## src/rtl/xadc_drp_pkg.sv

```systemverilog
// Shared constants and state encodings for the XADC DRP responder.
package xadc_drp_pkg;

  localparam logic [6:0] ADDR_VAUX0 = 7'h10;
  localparam logic [6:0] ADDR_VAUX1 = 7'h11;
  localparam logic [6:0] ADDR_VAUX2 = 7'h12;
  localparam logic [6:0] ADDR_VAUX3 = 7'h13;
  localparam logic [6:0] ADDR_CFG0  = 7'h40;
  localparam logic [6:0] ADDR_CFG1  = 7'h41;
  localparam logic [6:0] ADDR_CFG2  = 7'h42;

  localparam logic [15:0] CFG1_RESET = 16'h0001;
  localparam int unsigned SEQ_EN_BIT = 0;

  typedef enum logic {
    DRP_IDLE,
    DRP_WAIT
  } drp_state_e;

  typedef enum logic [1:0] {
    SEQ_IDLE,
    SEQ_CONV,
    SEQ_EOS
  } seq_state_e;

endpackage

```

## src/rtl/xadc_conv_sequencer.sv

```systemverilog
// Round-robin auxiliary-channel conversion sequencer with BUSY/EOS/CHANNEL.
// Define XADC_DRP_AVERAGING_EN to publish the mean of every four conversions per channel.
module xadc_conv_sequencer
  import xadc_drp_pkg::*;
#(
  parameter int unsigned CONV_CYCLES = 26
) (
  input  logic             clk,
  input  logic             rst,
  input  logic             seq_en_i,
  input  logic [3:0][11:0] sample_i,
  output logic             busy_o,
  output logic             eos_o,
  output logic [4:0]       channel_o,
  output logic             upd_o,
  output logic [1:0]       upd_ch_o,
  output logic [11:0]      upd_code_o
);

  localparam logic [7:0] CNT_LOAD = 8'(CONV_CYCLES - 1);

  seq_state_e  state_q, state_d;
  logic [7:0]  cnt_q, cnt_d;
  logic [1:0]  ch_q, ch_d;
  logic        conv_done;
  logic [11:0] sample_sel;

  assign conv_done  = (state_q == SEQ_CONV) && (cnt_q == 8'd0);
  assign sample_sel = sample_i[ch_q];

  always_comb begin
    state_d = state_q;
    cnt_d   = cnt_q;
    ch_d    = ch_q;
    case (state_q)
      SEQ_IDLE: begin
        if (seq_en_i) begin
          state_d = SEQ_CONV;
          cnt_d   = CNT_LOAD;
          ch_d    = 2'd0;
        end
      end
      SEQ_CONV: begin
        // A disable seen mid-conversion only takes effect once this conversion lands.
        if (cnt_q != 8'd0) begin
          cnt_d = cnt_q - 8'd1;
        end else if (!seq_en_i) begin
          state_d = SEQ_IDLE;
          ch_d    = 2'd0;
        end else if (ch_q == 2'd3) begin
          state_d = SEQ_EOS;
          ch_d    = 2'd0;
        end else begin
          ch_d  = ch_q + 2'd1;
          cnt_d = CNT_LOAD;
        end
      end
      SEQ_EOS: begin
        if (seq_en_i) begin
          state_d = SEQ_CONV;
          cnt_d   = CNT_LOAD;
          ch_d    = 2'd0;
        end else begin
          state_d = SEQ_IDLE;
        end
      end
      default: state_d = SEQ_IDLE;
    endcase
  end

  always_ff @(posedge clk) begin
    if (!rst) begin
      state_q <= SEQ_IDLE;
      cnt_q   <= 8'd0;
      ch_q    <= 2'd0;
    end else begin
      state_q <= state_d;
      cnt_q   <= cnt_d;
      ch_q    <= ch_d;
    end
  end

  assign busy_o    = (state_q == SEQ_CONV);
  assign eos_o     = (state_q == SEQ_EOS);
  assign channel_o = {3'b100, ch_q};
  assign upd_ch_o  = ch_q;

`ifdef XADC_DRP_AVERAGING_EN
  logic [3:0][13:0] acc_q;
  logic [3:0][1:0]  nacc_q;
  logic [13:0]      acc_sum;
  logic             last_of_four;

  assign acc_sum      = acc_q[ch_q] + {2'b00, sample_sel};
  assign last_of_four = (nacc_q[ch_q] == 2'd3);

  always_ff @(posedge clk) begin
    if (!rst) begin
      acc_q  <= '0;
      nacc_q <= '0;
    end else if (conv_done) begin
      if (last_of_four) begin
        acc_q[ch_q]  <= 14'd0;
        nacc_q[ch_q] <= 2'd0;
      end else begin
        acc_q[ch_q]  <= acc_sum;
        nacc_q[ch_q] <= nacc_q[ch_q] + 2'd1;
      end
    end
  end

  assign upd_o      = conv_done && last_of_four;
  assign upd_code_o = 12'(acc_sum >> 2);
`else
  assign upd_o      = conv_done;
  assign upd_code_o = sample_sel;
`endif

endmodule

```

## src/rtl/xadc_drp_responder.sv

```systemverilog
// XADC DRP responder: status/config register file plus DRP handshake, around the conversion sequencer.
// Build option XADC_DRP_AVERAGING_EN enables four-sample averaging in the sequencer.
module xadc_drp_responder
  import xadc_drp_pkg::*;
#(
  parameter int unsigned CONV_CYCLES = 26,
  parameter int unsigned DRP_LATENCY = 2
) (
  input  logic        clk,
  input  logic        rst,
  input  logic [6:0]  DADDR,
  input  logic        DEN,
  input  logic [15:0] DI,
  input  logic        DWE,
  output logic [15:0] DO,
  output logic        DRDY,
  output logic        BUSY,
  output logic        EOS,
  output logic [4:0]  CHANNEL,
  input  logic [11:0] sample_aux0,
  input  logic [11:0] sample_aux1,
  input  logic [11:0] sample_aux2,
  input  logic [11:0] sample_aux3,
  output logic        drp_err
);

  localparam logic [3:0] LAT_LOAD = 4'(DRP_LATENCY - 1);

  drp_state_e       drp_state_q, drp_state_d;
  logic [3:0]       lat_q, lat_d;
  logic [6:0]       addr_q;
  logic             we_q;
  logic [15:0]      di_q;
  logic             accept;
  logic             commit;
  logic [6:0]       txn_addr;
  logic             txn_we;
  logic [15:0]      txn_di;
  logic [15:0]      rd_data;
  logic [15:0]      do_q;
  logic [15:0]      cfg0_q, cfg1_q, cfg2_q;
  logic             err_q;
  logic [3:0][11:0] stat_q;
  logic             upd;
  logic [1:0]       upd_ch;
  logic [11:0]      upd_code;

  // commit marks the edge that raises DRDY: read data and write effects land there.
  always_comb begin
    drp_state_d = drp_state_q;
    lat_d       = lat_q;
    accept      = 1'b0;
    case (drp_state_q)
      DRP_IDLE: begin
        if (DEN) begin
          accept      = 1'b1;
          drp_state_d = DRP_WAIT;
          lat_d       = LAT_LOAD;
        end
      end
      DRP_WAIT: begin
        if (lat_q == 4'd0) drp_state_d = DRP_IDLE;
        else               lat_d       = lat_q - 4'd1;
      end
      default: drp_state_d = DRP_IDLE;
    endcase
    commit = (drp_state_d == DRP_WAIT) && (lat_d == 4'd0);
  end

  // With a latency of one the request commits on its own accept edge, before it is latched.
  assign txn_addr = accept ? DADDR : addr_q;
  assign txn_we   = accept ? DWE   : we_q;
  assign txn_di   = accept ? DI    : di_q;

  always_comb begin
    rd_data = 16'h0000;
    case (txn_addr)
      ADDR_VAUX0: rd_data = {stat_q[0], 4'b0000};
      ADDR_VAUX1: rd_data = {stat_q[1], 4'b0000};
      ADDR_VAUX2: rd_data = {stat_q[2], 4'b0000};
      ADDR_VAUX3: rd_data = {stat_q[3], 4'b0000};
      ADDR_CFG0:  rd_data = cfg0_q;
      ADDR_CFG1:  rd_data = cfg1_q;
      ADDR_CFG2:  rd_data = cfg2_q;
      default:    rd_data = 16'h0000;
    endcase
  end

  always_ff @(posedge clk) begin
    if (!rst) begin
      drp_state_q <= DRP_IDLE;
      lat_q       <= 4'd0;
      addr_q      <= 7'd0;
      we_q        <= 1'b0;
      di_q        <= 16'h0000;
      do_q        <= 16'h0000;
      err_q       <= 1'b0;
      cfg0_q      <= 16'h0000;
      cfg1_q      <= CFG1_RESET;
      cfg2_q      <= 16'h0000;
      stat_q      <= '0;
    end else begin
      drp_state_q <= drp_state_d;
      lat_q       <= lat_d;
      if (accept) begin
        addr_q <= DADDR;
        we_q   <= DWE;
        di_q   <= DI;
      end
      if (DEN && (drp_state_q == DRP_WAIT)) err_q <= 1'b1;
      if (commit) begin
        if (!txn_we) begin
          do_q <= rd_data;
        end else begin
          case (txn_addr)
            ADDR_CFG0: cfg0_q <= txn_di;
            ADDR_CFG1: cfg1_q <= txn_di;
            ADDR_CFG2: cfg2_q <= txn_di;
            default: ;
          endcase
        end
      end
      if (upd) stat_q[upd_ch] <= upd_code;
    end
  end

  assign DO      = do_q;
  assign DRDY    = (drp_state_q == DRP_WAIT) && (lat_q == 4'd0);
  assign drp_err = err_q;

  xadc_conv_sequencer #(
    .CONV_CYCLES(CONV_CYCLES)
  ) u_seq (
    .clk       (clk),
    .rst       (rst),
    .seq_en_i  (cfg1_q[SEQ_EN_BIT]),
    .sample_i  ({sample_aux3, sample_aux2, sample_aux1, sample_aux0}),
    .busy_o    (BUSY),
    .eos_o     (EOS),
    .channel_o (CHANNEL),
    .upd_o     (upd),
    .upd_ch_o  (upd_ch),
    .upd_code_o(upd_code)
  );

endmodule
```

## config.mk

```make
export PLATFORM = sky130hd
export DESIGN_NAME = xadc_drp_responder
export DESIGN_NICKNAME = d
export VERILOG_FILES = /design/src/rtl/xadc_drp_pkg.sv /design/src/rtl/xadc_conv_sequencer.sv /design/src/rtl/xadc_drp_responder.sv
export SDC_FILE = /design/constraint.sdc
export NUM_CORES = 1
export LEC_CHECK = 0
export CAP_MARGIN = 20
export CORE_AREA = 2 2 103 105
export DETAILED_ROUTE_END_ITERATION = 7
export DIE_AREA = 0 0 105 107
export DONT_BUFFER_PORTS = 1
export PLACE_DENSITY = 0.83
export SYNTH_ARGS = -nofsm -noshare
export SYNTH_HDL_FRONTEND = slang
export SYNTH_SLANG_ARGS = --single-unit
```

## constraint.sdc

```tcl
create_clock -name clk -period 5.2 [get_ports clk]
set_clock_uncertainty 0.2 [all_clocks]
set_input_delay 0.78 -clock clk [delete_from_list [all_inputs] [get_ports clk]]
set_output_delay 0.78 -clock clk [all_outputs]
set_load 0.05 [all_outputs]
```

; ---- Yosys cells after proc, flatten, opt, wreduce, memory -nomap -nowiden
; Cells that the tools add are included.
[totals]
elab_cells = 91
out_inout_bits = 25
ff_bits = 154
inputBits = 75
[classes]
n_bitwise = 2
n_reduce_logical = 19
magnitude_cmp = 2
n_mux = 32
addsub = 3
n_eq_ne = 16
[ops]
columns = cell, n
row1 = 16-bit case mux with 7 select lines, 1
row2 = 48-bit bitwise mux, 1
row3 = 8-bit two-way mux, 4
row4 = 7-bit by 5-bit equality test with 1-bit output (second input constant), 4
row5 = 12-bit binary-select mux with 2-bit select, 1
row6 = 12-bit demux with 2-bit select, 1
row7 = 12-bit two-way mux, 2
row8 = 7-bit equality test (second input constant), 3
row9 = 16-bit two-way mux, 1
row10 = 2-bit two-way mux, 8
row11 = 8-bit case mux with 2 select lines, 1
row12 = 3-bit AND reduction, 5
row13 = 4-bit logical NOT, 2
row14 = 8-bit logical NOT, 1
row15 = 4-bit two-way mux, 2
row16 = 4-bit case mux with 2 select lines, 1
row17 = 8-bit nonzero test, 1
row18 = 8-bit by 1-bit subtractor with 8-bit output (second input constant), 1
row19 = 7-bit two-way mux, 1
row20 = 3-bit by 2-bit != test with 1-bit output (second input constant), 2
row21 = 2-bit case mux with 3 select lines, 1
row22 = 1-bit logical AND, 5
row23 = 1-bit two-way mux, 5
row24 = 2-bit equality test (second input constant), 2
row25 = other kinds (16), 18

; ---- Logic depth before layout (Yosys ltp)
[depth]
ltp_word = 6
ltp_mapped = 10
ltp_nobuf = 8

; ---- Hierarchy
; Synthesis repeated with hierarchy kept, for this count alone.
[hier_totals]
cells_unflattened = 863
area_unflattened_um2 = 6980.4
[by_module_without_submodules]
columns = mod, area_each_um2, seq_area_each_um2, instances, cells_each
row1 = xadc_drp_responder, 5994.5, 2842.7, 1, 767
row2 = xadc_conv_sequencer, 985.9, 240.2, 1, 96

; ---- Least setup slack after synthesis
; OpenSTA, ideal clock, no wires.
[synth_path]
path_kind = register to output
start = register lat_q[0]
end = output port DRDY
n_path_buf = 0
setup_slack_ns = 2.389
required_time_ns = 4.220
t_arrival_ns = 1.831
stages_incl_launch_ff = 5
cell_sequence = dfxtp_1 inv_1 ha_1 nand2b_1 nor3b_1
[synth_between]
elab_chain_cells = 2
[synth_lines]
columns = item, line_no
row1 = "start, declared", xadc_drp_responder.sv:30  ; logic [3:0] lat_q, lat_d;
row2 = "start signal, assigned", xadc_drp_responder.sv:104  ; lat_q <= lat_d;
row3 = 4-bit logical NOT, xadc_drp_responder.sv:128  ; assign DRDY = (drp_state_q == DRP_WAIT) && (lat_q == 4'd0);
row4 = 1-bit logical AND, xadc_drp_responder.sv:128
row5 = "end, declared", xadc_drp_responder.sv:16  ; output logic DRDY,
; Every way passes these cells.

; ---- Worst setup path in the final report
[layout_path]
start = register u_seq.state_q[0]
end = register stat_q[46] in the netlist's numbering
[layout_between]
elab_chain_cells = 2
[layout_lines]
columns = item, line_no
row1 = "start, declared", xadc_conv_sequencer.sv:22  ; seq_state_e state_q, state_d;
row2 = "start signal, assigned", xadc_conv_sequencer.sv:77  ; state_q <= state_d;
row3 = 2-bit by 1-bit equality test with 1-bit output, -
row4 = net BUSY, xadc_drp_responder.sv:17  ; output logic BUSY,
row5 = 1-bit logical AND, xadc_conv_sequencer.sv:28  ; assign conv_done = (state_q == SEQ_CONV) && (cnt_q == 8'd0);
row6 = "end signal, assigned by index", xadc_drp_responder.sv:123  ; if (upd) stat_q[upd_ch] <= upd_code;
row7 = "end, declared", xadc_drp_responder.sv:43  ; logic [3:0][11:0] stat_q;
; The timed path passes the listed nets, and every way through them passes these cells.
; A chain may end at the register's enable or synchronous reset.

==> impl_metrics.csv <==
group,metric,value,unit
logic_synthesis,synthesis.area_per_instance,9.17,um^2
power,clkPwrFrac,44.0,%
die,die_h,107,um
setup_path,start_kind,"register",
power,pwr-share-comb,8.7,%
sta,final.setup.tns,0,ps
sta,hold_violations,0,
min_path,hp-class,"in -> reg",
power,p_int,0.00194,W
logic_synthesis,synthArstFlopShare,0,%
clock_tree,clk_latency,520,ps
sta,relSlewSlack,27.6,%
sta,drv_slew,0,
clock_tree,cts_tree,"built",
global_route,antenna_found_initial,0,
place,dpl.hpwl,10900,um
sta,grt_setup_unrepaired,"false",
die,die_w,105,um
setup_path,worst_ep_arrival_time,3650,ps
finish,final_util,72.6,%
global_route,grt_overflow_total,0,
global_route,grt_util_met3,6.44,%
logic_synthesis,synth_warnings,0,
finish,final_cell_mix,"dfxtp_1 (154), nor2_1 (93), nand2_1 (73)",
finish,nNetsFinal,791,
sta,min_period,3470,ps
place,gp_congestion,0.846,
clock_tree,post-cts-setup-buffer-count,0,
sta,tightest_slew,1090,ps
die,initial_core_util,66.9,%
route,num_vias,5477,
outcome,status,"complete, no violations",
finish,drive_gt1_share,13.7,%
clock_tree,htree_levels,4,
min_path,hold_depth,1,
run,drv_cap,0,
power,seqPwrFrac,47.3,%
global_route,met1_usage,37.5,%
global_route,grt_first_pass_wirelength,25700,um
route,wirelength,15800,um
die,io_pins,100,
route,vias_per_cell,6.38,
die,core.rowCount,37,
clock_tree,cts_buffers,17,
power,ir_drop,246,uV
logic_synthesis,dominantRegCellSynth,"dfxtp_1",
route,antenna_left,0,
logic_synthesis,synth_cell_types,46,
power,powerDensity,355,nW/um^2
power,power_leakage,2.53,nW
finish,num_antenna_cells,0,
setup_path,path_class,"reg -> reg",
clock_tree,clockBufferDepth,2,
setup_path,ff2ff_path_depth,5,
finish,design_area,7330,um^2
global_route,grt.busiest_layer,"met2",
setup_path,worstPathRequired,5380,ps
logic_synthesis,ys_ff_latch,154,
global_route,grt_pass1_vias,5292,
route,avgRoutedWirePerCell,18.4,um
global_route,grtUsageMet2,47.3,%
sta,fmax,0.289,GHz
logic_synthesis,synth_cells,737,
clock_tree,post_cts_resized,0,
clock_tree,path_clk_slew,60,ps
sta,final-setup-viol-count,0,
route,route.detailed.drc,0,
route,first_pass_iters,7,
finish,area_delta_synth_final,8.48,%
finish,layout_commonest_cell,"dfxtp_1",
global_route,track_usage,28.8,%
setup_path,end_kind,"register",
power,netSwitchingPower,0.000660,W
die,core_area,10100,um^2
sta,period_share,66.7,%
clock_tree,cts.root.buffer_cell,"clkbuf_8",
route,drtIter0Drc,643,
power,power_switching_share,25.3,%
clock_tree,cts_sinks,154,
clock_tree,cts_hold_buf,0,
place,placedInstanceArea,6770,um^2
logic_synthesis,synth-edff-count,0,
place,portBuffers,0,
logic_synthesis,ys_seq_area_share,45.6,%
setup_path,worstPathMaxFanout,33,
logic_synthesis,syn_area,6760,um^2
die,die-area,11200,um^2
global_route,grt_max_degree,75,
[sequential cells by signal, indices dropped and copies added, names as in the netlist]
register	cells
u_seq.state_q	2
u_seq.upd_ch_o	2
di_q	16
lat_q	4
stat_q	48
cfg2_q	16
we_q	1
addr_q	7
DO	16
cfg1_q	16
drp_state_q	1
u_seq.cnt_q	8
drp_err	1
cfg0_q	16
[worst max-delay path, cell delays in order (launching register included)]
cell and delay [ps]:
dfxtp_1 450, nor2b_1 840, and3_1 1020, nand2_1 520, nand2_1 200, a21oi_1 80
[worst paths after layout]
check	endpoint	startpoint	slack (ps)
hold / removal	cfg1_q[0]$_SDFFE_PN1P_	rst	160
setup reg to reg	stat_q[46]$_SDFFE_PN0P_	u_seq.state_q[0]$_SDFFE_PN0P_	1730
hold reg to reg	stat_q[35]$_SDFFE_PN0P_	stat_q[35]$_SDFFE_PN0P_	250
setup / recovery	stat_q[46]$_SDFFE_PN0P_	u_seq.state_q[0]$_SDFFE_PN0P_	1730
[metal layers]
| layer | vias to the layer above | share of wire (%) |
|---|---|---|
| met5 | - | 0 |
| met4 | 0 | 2.1 |
| met3 | 28 | 8.4 |
| met2 | 255 | 48 |
| met1 | 2585 | 42 |
| li1 | 2609 | - |
[kinds of logic (layout without fill, tap and decap cells)]
family | Yosys count | in the layout | share of synthesized area [%]
mux | 42 | 42 | 9.04
flops | 154 | 154 | 45.6
xor+xnor | 4 | 4 | 0.519
compound gates | 193 | 193 | 20.7
fa+ha+maj | 6 | 6 | 1.11
simple gates | 261 | 261 | 17.7
buf+inv | 75 | 60 | 5.11
other cells | 2 | 3 | 0.111
[synth_stat cells, drive strengths merged (12+ instances only)]
| master | n | area (um^2) |
|---|---|---|
| mux2i | 21 | 235 |
| nand2 | 73 | 274 |
| mux4 | 12 | 270 |
| buf | 26 | 161 |
| o21ai | 12 | 60.1 |
| dfxtp | 154 | 3080 |
| a211oi | 50 | 475 |
| a22oi | 23 | 173 |
| clkbuf | 36 | 135 |
| a21oi | 61 | 305 |
| a222oi | 14 | 140 |
| nand3 | 59 | 295 |
| inv | 12 | 45.0 |
| nor2 | 93 | 349 |
| a21o | 12 | 90.1 |
| a31oi | 15 | 100 |
[final cells by class]
class / instances / area, um^2
clock buffers: 19 / 442
clock inverters: 13 / 119
fillers: 760 / 2760
inverters: 13 / 51.3
multi-input cells: 509 / 3340
flip-flops and latches: 154 / 3080
well taps: 136 / 170
repair buffers: 15 / 125
[power by group through the flow]
stage | Clock, W | Combinational [W] | Sequential [W]
after floorplan | 0 | 0.000188 | 0.00125
after global placement | 0 | 0.000214 | 0.00125
after detailed placement | 0 | 0.000224 | 0.00126
after CTS | 0.00116 | 0.000225 | 0.00123
after global routing | 0.00120 | 0.000248 | 0.00123
final | 0.00115 | 0.000227 | 0.00123
[stage by stage]
stage	setup slack, ps	total power (W)	hold slack, ps	instances
2_1_floorplan	2390	0.00144	233	738
3_3_place_gp	1850	0.00147	240	826
3_5_place_dp	1710	0.00148	245	827
4_1_cts	1750	0.00261	146	859
5_1_grt	1490	0.00269	137	859
6_report	1730	0.00260	158	859
Power figures use the tool's default switching activity.
==> RTL edit 1 (same flow settings) <==
The option `XADC_DRP_AVERAGING_EN` is turned on by a define.
--- a/src/rtl/xadc_conv_sequencer.sv
+++ b/src/rtl/xadc_conv_sequencer.sv
@@ -1,4 +1,6 @@
 // Round-robin auxiliary-channel conversion sequencer with BUSY/EOS/CHANNEL.
 // Define XADC_DRP_AVERAGING_EN to publish the mean of every four conversions per channel.
+`define XADC_DRP_AVERAGING_EN
+
 module xadc_conv_sequencer
   import xadc_drp_pkg::*;
Function: same outputs for any inputs over 4 cycles, from zero or initial values and one cycle with rst low; that may be too few to reach the edited logic, so the function may still have changed.
==> RTL edit 1 against the unedited design <==
  * The flow now stops in global placement without I/O
  * Area after synthesis grew 52%
==> RTL edit 1: results (changes against the unedited design) <==
Synth
  • Largest cells by area after synthesis: dfxtp_1, nand2_1, mux4_2, nand3_1, o21ai_1
  • Distinct cells, synth: 70 (+52%)
  • Average cell area after synthesis: 8.81 um2 (-3.9%)
  • Post-synth ARST share: 0% (unchanged)
  • Post-synthesis sequential area ratio: 42.5% (-3.1 points)
  • Most instantiated cells after synthesis: dfxtp_1, nand2_1, nand3_1
  • Ys Warns: 0 (unchanged)
  • Synth Register Bits: 218 (+42%)

Die
  • Row count: 37 (unchanged)

Run status
  • Outcome: aborted with a tool error
  • Last flow stage reached: global placement without I/O
  • Error msg: [ERROR GPL-0301] Utilization 114.107 % exceeds 100%.
[RTL edit 1: cell families after synthesis]
| group | synth area share [%] |
|---|---|
| other cells | 0.0732 |
| simple gates | 23.2 |
| compound gates | 18.6 |
| buf+inv | 4.91 |
| flops | 42.5 |
| xor+xnor | 1.02 |
| mux | 7.20 |
| fa+ha+maj | 2.51 |
==> RTL edit 2 (config.mk and constraints unchanged) <==
Made on the original files. Encoding of `seq_state_e`: now one-hot (3 bits for 3 states).
--- a/src/rtl/xadc_drp_pkg.sv
+++ b/src/rtl/xadc_drp_pkg.sv
@@ -18,8 +18,8 @@
   } drp_state_e;
 
-  typedef enum logic [1:0] {
-    SEQ_IDLE,
-    SEQ_CONV,
-    SEQ_EOS
+  typedef enum logic [2:0] {
+    SEQ_IDLE = 3'b001,
+    SEQ_CONV = 3'b010,
+    SEQ_EOS  = 3'b100
   } seq_state_e;
 
Behaviour: no difference found for any inputs over 4 cycles, from zero or initial values and one cycle with rst low; so few cycles prove little.
==> RTL edit 2 against the unedited design <==
  * Setup slack got worse by 320 ps
  * Die area unchanged
  * Design area is 6.1% higher
  * Count of clock-buffer cells in the layout unchanged
  * Hold slack worse by 57 ps
  * Utilization increased by 4.4 points
  * Wire length grew 21%
  * Area after synthesis up 5.2%
  * Synthesized cell count rose by 14%
  * Via count is 15% higher
  * Sequential cell count is 1 higher
  * Maximum frequency shrank 8.5%
  * Critical endpoint is now DO[15]
  * Highest routed layer unchanged
Power is not compared: it rests on default switching activity, and its combinational part moved more than twofold at a synthesized area within 25%.
==> RTL edit 2: results (changes against the unedited design) <==
Place
  • RePlAce Congestion: 0.884 (+4.5%)
  • Port Buf Inserts: 0 (unchanged)
  • Hpwl dp: 12.5 mm (+15%)

Pwr
  • Worst IR Drop VDD: 276 uV
  • Leak: 2.82 nW

Clock tree
  • Resized Gates After CTS: 0 (unchanged)
  • Root buf cell: clkbuf_8
  • Worst skew pair latency: 550 ps (+30 ps)
  • Post-CTS setup buffers: 0 (unchanged)
  • CTS clk-pin slew, worst paths: 60 ps (about the same)
  • H-tree depth: 4 (unchanged)
  • CTS Buf Count: 17 (unchanged)
  • CTS Buffer Depth: 2 (unchanged)

Synth
  • EDFF count, synth: 0 (unchanged)
  • Largest cells by area after synthesis: dfxtp_1, nand2_1, nor2_1, a21oi_1, mux2i_1
  • XOR/XNOR share of the synthesized area: 1.11% (+0.59 points)
  • Ys Warns: 0 (unchanged)
  • Post-synth ARST share: 0% (unchanged)
  • Distinct cells, synth: 58 (+26%)
  • Post-synthesis sequential area ratio: 43.7% (-2.0 points)
  • Adder-Cell Fraction of Synth Area: 1.23% (+0.12 points)
  • Complex-gate fraction of the synthesized area: 14.9% (-5.8 points)
  • Most instantiated cells after synthesis: dfxtp_1, nand2_1, nor2_1
  • Post-synthesis mux area share: 9.98% (+0.94 points)

Global routing
  • Initial antenna violation count: 0 (unchanged)
  • Vias in the first global route: 6197 (+17%)
  • First-pass GRT wire length: 30.1 mm (+17%)
  • Largest net degree at the start of global routing: 119 (+59%)
  • Tot GR Track Use: 34.3% (+5.5 points)

Layout
  • Max reg flops: 48 (unchanged)
  • Fillers: 724 (-4.7%)
  • Final net count: 892 (+13%)
  • Share of cells above drive strength 1: 9.36% (-4.3 points)
  • Top reg by flops: stat_q
  • Diodes inserted: 0 (unchanged)

Min path
  • WHS Endpoint: u_seq.state_q[0]
  • Min-Delay Path Class: input pin to flip-flop
  • Hold path cells: 1 (unchanged)
  • Hold Crit Start: rst

Detailed routing
  • Drt first pass iters: 8 (+1)
  • Routed WL: 19.1 mm (+21%)
  • DR iter-0 viols: 605 (-5.9%)
  • Vias per inst: 6.55 (+2.8%)
  • DRT antenna net count: 0 (unchanged)

Worst setup path
  • Reg-to-reg slack, setup: 1410 ps (-320 ps)
  • Cell count of the worst reg-to-reg path: 7 (+2)
  • Largest fanout on the critical path: 35 (+6.1%)
  • FF-to-FF Start: drp_state_q
  • RR Endpoint: DO[15]

Run status
  • Outcome: completed

STA
  • Rel. slew slack: 17.6% (-10 points)
  • Final Hold Viols: 0 (unchanged)
RTL edit 2: cell types whose count changed after synthesis, moves of 12 or more:
cell,delta
nor3_1,+30
a31oi_1,-13
mux2i_1,+17
nor2_1,+12
a211oi_1,-25
a21o_1,-12
and2_1,+14
nand2_1,+64
a211oi_2,-20
a21oi_1,+17
RTL edit 2: cell families after synthesis:
logic type	Yosys count
adder cells (fa/ha/maj)	7
AO/OA/AOI/OAI	160
buffers and inverters	69
XOR/XNOR	9
flip-flops	155
multiplexers	54
AND/OR/NAND/NOR	382
other	2
RTL edit 2: report_power, final:
part | switching [mW] | leakage (nW) | internal [mW] | total [mW]
logic | 0.302 | 1.27 | 0.159 | 0.461
clock network | 0.497 | 0.292 | 0.807 | 1.30
registers | 0.0520 | 1.25 | 1.24 | 1.29
total | 0.851 | 2.82 | 2.21 | 3.06
RTL edit 2: cell type report:
type                            count  area (um2)  share of cell area (%)
Multi-Input combinational cell    615        3730                    48.0
Clock inverter                     13         193                    2.48
Timing Repair Buffer               11        95.1                    1.22
Clock buffer                       19         442                    5.68
Tap cell                          136         170                    2.19
Sequential cell                   155        3100                    39.9
Inverter                           10        38.8                   0.499
RTL edit 2: metrics by stage:
step	hold WS (ps)	total power, mW	std cells	area, um2	setup WS (ps)
6_report	101	3.06	959	7770	1410
5_1_grt	79.1	3.17	959	7770	1190
4_1_cts	90.2	3.06	958	7750	1490
3_5_place_dp	249	1.77	926	7120	1440
3_3_place_gp	241	1.74	926	7120	1570
2_1_floorplan	236	1.67	839	7110	2440
RTL edit 2: worst max-delay path by stage:
| stage | slack [ps] | startpoint | cells after the start | endpoint |
|---|---|---|---|---|
| global placement | 1570 | DEN | 7 | DO[6] |
| floorplan | 2440 | DADDR[2] | 7 | cfg1_q[10] |
| CTS | 1490 | drp_state_q | 7 | cfg0_q[0] |
| finish | 1410 | drp_state_q | 7 | DO[15] |
| global route | 1190 | drp_state_q | 7 | cfg0_q[0] |
| detailed placement | 1440 | DEN | 7 | DO[13] |
RTL edit 2: routing by layer:
layer  wire, um  GRT usage, %  vias to the layer above
met4        388          13.6                        0
met3       1970          8.75                       45
met5          0             0                        -
li1           -             -                     2884
met1       7310          41.4                     2963
met2       9400          58.7                      391
RTL edit 2: critical path, cell delays in order, from the launching register on:
cell and delay [ps]:
dfxtp_1 540, nand2b_1 160, buf_4 380, mux2i_4 800
nand3_2 390, a21boi_0 300, o211ai_1 520, a22oi_1 390
